$ cat src/rtl/soc_sram_arb_pkg.sv
// Shared types and helpers for the
// single-port SRAM Wishbone arbiter.
package soc_sram_arb_pkg;

  typedef enum logic [1:0] {
    ST_IDLE = 2'd0,
    ST_ADDR = 2'd1,
    ST_DATA = 2'd2
  } sram_arb_state_t;

  localparam logic [2:0] CTI_CLASSIC = 3'b000;
  localparam logic [2:0] CTI_INCR    = 3'b010;
  localparam logic [2:0] CTI_EOB     = 3'b111;

  localparam logic [1:0] BTE_LINEAR = 2'b00;
  localparam logic [1:0] BTE_WRAP4  = 2'b01;
  localparam logic [1:0] BTE_WRAP8  = 2'b10;
  localparam logic [1:0] BTE_WRAP16 = 2'b11;

  // Next word address of a burst; wrap
  // bursts only advance the low bits.
  function automatic logic [63:0] burst_next_addr(
    input logic [63:0] addr,
    input logic [1:0]  bte
  );
    logic [63:0] inc;
    logic [63:0] res;
    inc = addr + 64'd1;
    case (bte)
      BTE_WRAP4:  res = {addr[63:2], inc[1:0]};
      BTE_WRAP8:  res = {addr[63:3], inc[2:0]};
      BTE_WRAP16: res = {addr[63:4], inc[3:0]};
      default:    res = inc;
    endcase
    return res;
  endfunction

endpackage

$ cat src/rtl/soc_sram_rr_arbiter.sv
// Round-robin request picker: first
// requester at or after rr_last+1.
module soc_sram_rr_arbiter #(
  parameter int PORTS = 2,
  localparam int IW = $clog2(PORTS)
) (
  input  logic [PORTS-1:0] req_i,
  input  logic [IW-1:0]    rr_last_i,
  output logic [PORTS-1:0] gnt_oh_o,
  output logic [IW-1:0]    gnt_idx_o
);

  logic [IW-1:0] cand;
  logic          found;

  // Scan ports in rotating priority order.
  always_comb begin
    gnt_oh_o  = '0;
    gnt_idx_o = '0;
    cand      = '0;
    found     = 1'b0;
    for (int unsigned i = 1; i <= PORTS; i++) begin
      cand = IW'((32'(rr_last_i) + i) % 32'(PORTS));
      if (!found && req_i[cand]) begin
        found          = 1'b1;
        gnt_oh_o[cand] = 1'b1;
        gnt_idx_o      = cand;
      end
    end
  end

endmodule

$ cat src/rtl/soc_sram_sp_arbiter.sv
// Wishbone B3 multi-port front end for one
// single-port 1-cycle-latency SRAM macro.
module soc_sram_sp_arbiter
  import soc_sram_arb_pkg::*;
#(
  parameter int AW = 32,
  parameter int DW = 32,
  parameter int MEM_SIZE_BYTE = 32768,
  parameter int PORTS = 2,
  localparam int SW = DW / 8,
  localparam int WORD_AW = AW - (SW >> 1),
  localparam int MEM_SIZE_WORDS = MEM_SIZE_BYTE / SW
) (
  input  logic                         clk,
  input  logic                         rst,
  input  logic [PORTS-1:0][AW-1:0]     wb_adr_i,
  input  logic [PORTS-1:0][DW-1:0]     wb_dat_i,
  input  logic [PORTS-1:0][SW-1:0]     wb_sel_i,
  input  logic [PORTS-1:0]             wb_we_i,
  input  logic [PORTS-1:0]             wb_cyc_i,
  input  logic [PORTS-1:0]             wb_stb_i,
  input  logic [PORTS-1:0][2:0]        wb_cti_i,
  input  logic [PORTS-1:0][1:0]        wb_bte_i,
  output logic [PORTS-1:0][DW-1:0]     wb_dat_o,
  output logic [PORTS-1:0]             wb_ack_o,
  output logic [PORTS-1:0]             wb_err_o,
  output logic                         sram_ce,
  output logic                         sram_we,
  output logic                         sram_oe,
  output logic [WORD_AW-1:0]           sram_waddr,
  output logic [DW-1:0]                sram_din,
  output logic [SW-1:0]                sram_sel,
  input  logic [DW-1:0]                sram_dout
);

  localparam int OFF = $clog2(SW);
  localparam int IW  = $clog2(PORTS);

  sram_arb_state_t state_q, state_d;
  logic [IW-1:0]   grant_q, grant_d;
  logic [IW-1:0]   rr_last_q, rr_last_d;
  logic            burst_q, burst_d;
  logic            err_q, err_d;
  logic [WORD_AW-1:0] baddr_q, baddr_d;

  logic [PORTS-1:0] req;
  logic [PORTS-1:0] arb_oh;
  logic [IW-1:0]    arb_idx;

  logic               g_cyc, g_stb, g_we;
  logic [2:0]         g_cti;
  logic [1:0]         g_bte;
  logic [AW-1:0]      g_adr;
  logic [DW-1:0]      g_dat;
  logic [SW-1:0]      g_sel;
  logic [WORD_AW-1:0] g_word, nxt_word;
  logic               g_ok, nxt_ok;

  assign req   = wb_cyc_i & wb_stb_i;
  assign g_cyc = wb_cyc_i[grant_q];
  assign g_stb = wb_stb_i[grant_q];
  assign g_we  = wb_we_i[grant_q];
  assign g_cti = wb_cti_i[grant_q];
  assign g_bte = wb_bte_i[grant_q];
  assign g_adr = wb_adr_i[grant_q];
  assign g_dat = wb_dat_i[grant_q];
  assign g_sel = wb_sel_i[grant_q];

  assign g_word   = WORD_AW'(g_adr >> OFF);
  assign nxt_word = WORD_AW'(burst_next_addr(64'(baddr_q), g_bte));
  assign g_ok     = AW'(g_word) < AW'(MEM_SIZE_WORDS);
  assign nxt_ok   = AW'(nxt_word) < AW'(MEM_SIZE_WORDS);

  assign wb_dat_o = {PORTS{sram_dout}};

  soc_sram_rr_arbiter #(
    .PORTS(PORTS)
  ) u_arb (
    .req_i     (req),
    .rr_last_i (rr_last_q),
    .gnt_oh_o  (arb_oh),
    .gnt_idx_o (arb_idx)
  );

  // State register with synchronous reset.
  always_ff @(posedge clk) begin
    if (rst) begin
      state_q   <= ST_IDLE;
      grant_q   <= '0;
      rr_last_q <= IW'(PORTS - 1);
      burst_q   <= 1'b0;
      err_q     <= 1'b0;
      baddr_q   <= '0;
    end else begin
      state_q   <= state_d;
      grant_q   <= grant_d;
      rr_last_q <= rr_last_d;
      burst_q   <= burst_d;
      err_q     <= err_d;
      baddr_q   <= baddr_d;
    end
  end

  // Next state, SRAM strobes and bus termination.
  always_comb begin
    state_d    = state_q;
    grant_d    = grant_q;
    rr_last_d  = rr_last_q;
    burst_d    = burst_q;
    err_d      = err_q;
    baddr_d    = baddr_q;
    sram_ce    = 1'b0;
    sram_we    = 1'b0;
    sram_oe    = 1'b0;
    sram_waddr = '0;
    sram_din   = '0;
    sram_sel   = '0;
    wb_ack_o   = '0;
    wb_err_o   = '0;
    unique case (state_q)
      ST_IDLE: begin
        if (|arb_oh) begin
          grant_d = arb_idx;
          state_d = ST_ADDR;
        end
      end
      ST_ADDR: begin
        if (!g_cyc) begin
          state_d   = ST_IDLE;
          rr_last_d = grant_q;
        end else if (g_stb) begin
          if (g_ok) begin
            sram_ce    = 1'b1;
            sram_we    = g_we;
            sram_oe    = !g_we;
            sram_waddr = g_word;
            sram_din   = g_dat;
            sram_sel   = g_sel;
          end
          err_d   = !g_ok;
          burst_d = !g_we && (g_cti == CTI_INCR);
          baddr_d = g_word;
          state_d = ST_DATA;
        end
      end
      ST_DATA: begin
        wb_ack_o[grant_q] = !err_q;
        wb_err_o[grant_q] = err_q;
        if (burst_q && g_cyc && g_stb && (g_cti != CTI_EOB)) begin
          if (nxt_ok) begin
            sram_ce    = 1'b1;
            sram_oe    = 1'b1;
            sram_waddr = nxt_word;
            sram_sel   = g_sel;
          end
          baddr_d = nxt_word;
          err_d   = !nxt_ok;
        end else if (g_cyc) begin
          state_d = ST_ADDR;
        end else begin
          state_d   = ST_IDLE;
          rr_last_d = grant_q;
        end
      end
      default: state_d = ST_IDLE;
    endcase
  end

endmodule

$ cat config.mk
export PLATFORM = sky130hd
export DESIGN_NAME = soc_sram_sp_arbiter
export DESIGN_NICKNAME = d
export VERILOG_FILES = /design/src/rtl/soc_sram_arb_pkg.sv /design/src/rtl/soc_sram_rr_arbiter.sv /design/src/rtl/soc_sram_sp_arbiter.sv
export SDC_FILE = /design/constraint.sdc
export NUM_CORES = 1
export LEC_CHECK = 0
export CAP_MARGIN = 20
export CELL_PAD_IN_SITES_DETAIL_PLACEMENT = 0
export CELL_PAD_IN_SITES_GLOBAL_PLACEMENT = 1
export CORE_MARGIN = 4
export CORE_UTILIZATION = 26
export CTS_CLUSTER_SIZE = 12
export DETAILED_ROUTE_END_ITERATION = 7
export PLACE_DENSITY = 0.91
export SLEW_MARGIN = 20
export SYNTH_ARGS = -nofsm -noshare
export SYNTH_HDL_FRONTEND = slang
export SYNTH_SLANG_ARGS = --single-unit
$ cat constraint.sdc
create_clock -name clk -period 6.2 [get_ports clk]
set_input_delay 1.24 -clock clk [delete_from_list [all_inputs] [get_ports clk]]
set_output_delay 1.24 -clock clk [all_outputs]
set_load 0.03 [all_outputs]
Yosys cells after proc, flatten, opt, wreduce, memory -nomap -nowiden
Index checks and enable logic that the tools add are counted.

Bitwise gates (word level): 4. Equality and inequality tests: 13. Multipliers: 0. Mux-type cells: 81. $lt $le $gt $ge: 8. Reductions and logical operators: 21. Shifts and indexed selects: 0. Div/mod/pow operators: 0. Add/sub/neg operators: 3.

Operator list (count): $mux 32 (8); $mux 30 (8); $pmux 30 s2 (2); $pmux 30 s3 (1); $lt 30x14->1 const B (2); $mux 1 (34); $add 30x1->30 const B (1); $mux 4 (7); $mux 2 (10); $ne 2x2->1 const B (5); $logic_and 1x1->1 (8); $pmux 1 s2 (4); $pmux 4 s2 (1); $and 2x2->2 (3); $eq 2x2->1 const B (3); $lt 1x2->1 const B (3); $mux 3 (2); $ne 3x3->1 const B (2); $pmux 2 s3 (1); $reduce_and 3->1 (2); $logic_not 1->1 (5); $eq 2x1->1 const B (2); $reduce_and 2->1 (2); $reduce_and 4->1 (1); other kinds (8) (13).

Input bits: 186. Output and inout bits: 137. Latch bits: 0. Bits in read-only memories: 0. Bits in registers: 36. Memory bits (writable): 0. Word-level logic and storage cells: 136. Memories kept: 0.

Longest topological paths before layout
Gate-level depths: netlist of the first run.

Depth in word-level cells: 11. Mapped depth: 10.

Modules after synthesis
Synthesis of the first run repeated with hierarchy kept, for this count alone.

Cells, all modules: 653. Area, all modules: 4687.0 um^2.

By module, submodules not included: soc_sram_sp_arbiter (cells each 649, seq. area each 720.7 um^2, area an instance 4660.7 um^2, instances 1); soc_sram_rr_arbiter (cells each 4, seq. area each 0.0 um^2, area an instance 26.3 um^2, instances 1).

Worst setup path before layout of the first run
Ideal clock, no wire load.

Path kind: in2out. From: input port wb_bte_i[0] (netlist name). To: output port sram_waddr[4]. Path slack: 1.104 ns. Data required time: 4.960 ns. Data arrival time: 3.856 ns. Cell stages on the path: 8. Path buffers: 1. Path through: or4b_1 -> buf_2 -> a211o_1 -> or3_1 -> mux2i_1 -> nor4b_2 -> nand4_4 -> o22ai_1.

Word-level cells in the longest chain between the ends: 8. Elaborated cells between the ends (all ways): 10. Those cells by class: order compare: 1; eq/ne: 3; mux: 6.

Ends and longest elaborated chain: from (decl) (line soc_sram_sp_arbiter.sv:23) `input logic [PORTS-1:0][1:0] wb_bte_i,`; $mux 2 (implied by the code) * (2 in a row) (line soc_sram_sp_arbiter.sv:64) `assign g_bte = wb_bte_i[grant_q];`; $eq 2x2->1 / $eq 2x1->1 (equally long branches) (line soc_sram_arb_pkg.sv:29) `case (bte)`; $pmux 30 s3 * (line soc_sram_arb_pkg.sv:29); $lt 30x14->1 (line soc_sram_sp_arbiter.sv:72) `assign nxt_ok = AW'(nxt_word) < AW'(MEM_SIZE_WORDS);`; $mux 30 * (line soc_sram_sp_arbiter.sv:150) `if (nxt_ok) begin`; $mux 30 * (line soc_sram_sp_arbiter.sv:149) `if (burst_q && g_cyc && g_stb && (g_cti != CTI_EOB)) begin`; $pmux 30 s2 * (line soc_sram_sp_arbiter.sv:120) `unique case (state_q)`; to (decl) (line soc_sram_sp_arbiter.sv:30) `output logic [WORD_AW-1:0] sram_waddr,`.

Mark *: on every way between the ends. The rest lies on a longest branch, timed or not. The select of a mux whose other input is x is not followed.

Worst setup path after layout of the first run
From: input port wb_bte_i[0] (netlist name). To: output port sram_waddr[0].

Word-level cells in the longest chain between the ends: 8. Elaborated cells between the ends (all ways): 10. Those cells by class: order compare: 1; eq/ne: 3; mux: 6.

Ends and longest elaborated chain (line): $mux 2 (implied by the code) * (2 in a row) (soc_sram_sp_arbiter.sv:64); $eq 2x2->1 / $eq 2x1->1 (equally long branches) (soc_sram_arb_pkg.sv:29); $pmux 30 s3 * (soc_sram_arb_pkg.sv:29); $lt 30x14->1 * (soc_sram_sp_arbiter.sv:72); $mux 30 * (soc_sram_sp_arbiter.sv:150); $mux 30 * (soc_sram_sp_arbiter.sv:149); $pmux 30 s2 * (soc_sram_sp_arbiter.sv:120).

Marks and branches as above.

==> results of run 1 <==
[cells in the final DEF, fill, tap and decap left out, types with 7 or more instances in the layout]
cell type,count
nand3_1,24
dfxtp_1,35
a211oi_1,8
conb_1,17
nor4_1,7
o22ai_2,8
nor2_1,73
o22ai_1,16
o21ai_0,25
a21oi_1,31
nand2_1,64
nand2b_1,10
mux2i_1,64
a22oi_1,15
xnor2_1,7
nand4_1,13
inv_1,10
buf_4,55
xor2_1,13
nor3_1,12
buf_12,10
mux2_2,7
clkdlybuf4s50_1,153
[layout make-up]
| type | instances | area [µm²] |
|---|---|---|
| inverters | 10 | 37.5 |
| multi-input cells | 494 | 3210 |
| fillers | 1800 | 10900 |
| clock inverters | 1 | 5.00 |
| flip-flops and latches | 36 | 724 |
| clock buffers | 7 | 133 |
| repair buffers | 218 | 2140 |
| well taps | 225 | 282 |
[state kept, by name, summed over array words and instances (netlist names)]
signal     cells
baddr_q       30
state_q        2
burst_q        1
err_q          1
grant_q        1
rr_last_q      1
[worst max-delay path: stages]
cell             delay [ns]
clkdlybuf4s50_1        0.47
or4b_1                 0.70
a211o_1                0.42
or3_1                  0.40
mux2i_1                0.17
nor4b_2                0.35
nand4_4                0.12
buf_4                  0.26
o22ai_1                0.31
buf_12                 0.16
[cell families after synthesis]
family                     count (synthesis)  share of synthesized area
muxes                                     72                      0.156
and+or+nand+nor                          239                      0.251
DFF                                       36                      0.154
AOI/OAI and AO/OA                        141                      0.214
other                                      1                   0.000802
adders and majority gates                  5                     0.0134
buffers and inverters                    130                      0.173
xor gates and xnor gates                  20                     0.0375
[worst max-delay path by stage]
stage                     slack (ns)             to  cells after the start         from
after CTS                       0.37  sram_waddr[4]                     11  wb_bte_i[0]
after global placement          0.41  sram_waddr[4]                     11  wb_bte_i[0]
after global routing            0.22  sram_waddr[0]                     10  wb_bte_i[0]
after detailed placement        0.38  sram_waddr[4]                     11  wb_bte_i[0]
final                           0.36  sram_waddr[0]                     10  wb_bte_i[0]
after floorplan                 1.10  sram_waddr[4]                      8  wb_bte_i[0]
[Yosys cell counts (10+ instances only)]
master    count  area, µm²
clkbuf_1     28        105
nand2_1      64        240
buf_4        81        608
o22ai_1      16        100
mux2i_1      64        641
nor2_1       73        274
a21oi_1      31        155
xor2_1       13        114
inv_1        10       37.5
nor3_1       12       60.1
nand3_1      24        120
nand4_1      13       81.3
o21ai_0      25        125
a22oi_1      16        120
dfxtp_1      36        721
nand2b_1     10       62.6
[power by group through the flow]
stage / combinational [mW] / sequential (mW) / clock [mW]
CTS: 0.354 / 0.291 / 0.247
finish: 0.351 / 0.291 / 0.243
global route: 0.385 / 0.296 / 0.257
floorplan: 0.301 / 0.276 / 0
detailed placement: 0.352 / 0.296 / 0
global placement: 0.350 / 0.295 / 0
[metal layers]
metal | wire length [µm] | vias up
met2 | 8740 | 215
met3 | 1250 | 26
met1 | 7150 | 2265
li1 | - | 2463
met5 | 12 | -
met4 | 286 | 2
==> reports/qor.csv, run 1 <==
stage,metric,value,unit
run,max-cap viol count,0,
layout,share of cells above drive strength 1,0.132,
yosys,Synth Cell Area,4670,µm²
sta,post-layout minimum cycle time,5.84,ns
setup_path,"Req. time, crit path",4.96,ns
layout,Final Non-Filler Cells,991,
global_route,initial antenna violation count,1,
hold_path,hold path start,baddr_q[1],
clock_tree,CTS tree,built,
drt,drt via density,5.02,
sta,clk_skew,0.00316,ns
yosys,"FF+latch count, synth",36,
floorplan,Starting Density,0.267,
place,routability cong.,0.890,
setup_path,"reg-to-reg slack, setup",2.87,ns
yosys,Netlist cell types,68,
drt,DR WL/cell,17.6,µm
layout,final net count,956,
yosys,Synth Area per Inst,7.26,µm²
power_and_ir_drop,maximum VDD drop,0.0936,mV
yosys,warnings from Yosys,0,
power_and_ir_drop,Sw Pwr,300,µW
floorplan,Core Area,17500,µm²
hold_path,WHS Path Cells,2,
floorplan,Die Wd,142,µm
drt,post-route ant nets,0,
sta,Final Max Slew Viols,0,
place,Place WS,0.380,ns
sta,Hold Slack,0.493,ns
floorplan,# rows,48,
layout,Area Growth Syn to Fin,39.9,%
global_route,vias in the first global route,4756,
drt,Vias,4971,
outcome,outcome,"complete, no violations",
yosys,"Seq/Total Area, Yosys",0.154,
setup_path,RR Startpoint,grant_q,
sta,Max transition margin,0.384,
floorplan,Die ar.,20200,µm²
floorplan,I/O Pins,323,
global_route,grt peak-use layer,met2,
clock_tree,worst skew pair latency,0.28,ns
global_route,GR Util met1,0.193,
setup_path,Critical Path Source Type,input port,
power_and_ir_drop,Pleak,2.26,nW
layout,final instance area,6540,µm²
sta,RSZ-0062 raised after global routing,no,
drt,DRT Pass-1 Iters,5,
setup_path,CP Class,in -> out,
layout,final core utilization,0.374,
layout,number of diodes,0,
global_route,routing usage on met3,0.0420,
yosys,number of flops mapped to enable cells by yosys,0,
power_and_ir_drop,Comb pwr share,0.397,
floorplan,Die H,142,µm
sta,Final WS setup,0.357,ns
power_and_ir_drop,Seq pwr share,0.329,
clock_tree,post_cts resized,0,
place,DP HPWL,13.7,mm
drt,initial DRC count,309,
clock_tree,clock transition at the registers of the reported paths,0.05,ns
global_route,pin count of the biggest net entering global routing,68,
power_and_ir_drop,Clk pwr share,0.274,
hold_path,Hold Path Class,reg -> reg,
global_route,M2 GR Usage,0.290,
yosys,Post-synth top flop,dfxtp_1,
sta,slew of the pin with the lowest slew margin,0.924,ns
clock_tree,CTS hold repair buffers,0,
sta,final hold violation count,0,
power_and_ir_drop,total power,885,µW
clock_tree,CTS Sinks,36,
setup_path,worst flop-to-flop path endpoint,err_q,
setup_path,Crit Path Max Fanout,19,
setup_path,Setup crit end kind,output pin,
place,placed cell count,983,
clock_tree,CTS Buf Count,5,
drt,DR DRC count,0,
setup_path,Worst EP arrival,4.60,ns
yosys,gate count after technology mapping,644,
global_route,Overflow after GRT,0,
place,Port Buf Inserts,205,
power_and_ir_drop,pwr/cell area,135,nW/µm²
sta,fmax,0.171,GHz
drt,Total Wirelength,17.4,mm
clock_tree,Post CTS Setup Buffer Count,0,
yosys,Post-synth ARST share,0,
setup_path,Worst Reg-to-Reg Cells,7,
clock_tree,Max clock buf depth,2,
place,placed instance area,6400,µm²
clock_tree,CTS Root Cell,clkbuf_16,
sta,setup TNS,0,ns
sta,final worst path period share,0.942,
power_and_ir_drop,Switching Share,0.339,
power_and_ir_drop,internal power,585,µW
global_route,GRT Total Usage,0.161,
clock_tree,H-Tree Depth,2,
hold_path,Hold EP,baddr_q[1],
sta,"Setup violations, final",0,
global_route,wire length of the first global-routing pass,26.1,mm
Power figures use the tool's default switching activity.
==> run 2, diff against run 1 <==
--- a/config.mk
+++ b/config.mk
@@ -5,6 +5,7 @@
 export SDC_FILE = /design/constraint.sdc
 export NUM_CORES = 1
 export LEC_CHECK = 0
+export ABC_AREA = 0
 export CAP_MARGIN = 20
 export CELL_PAD_IN_SITES_DETAIL_PLACEMENT = 0
 export CELL_PAD_IN_SITES_GLOBAL_PLACEMENT = 1
==> results of run 2 <==
Same layout as run 1: the final DEF is identical, and so are final timing and power.
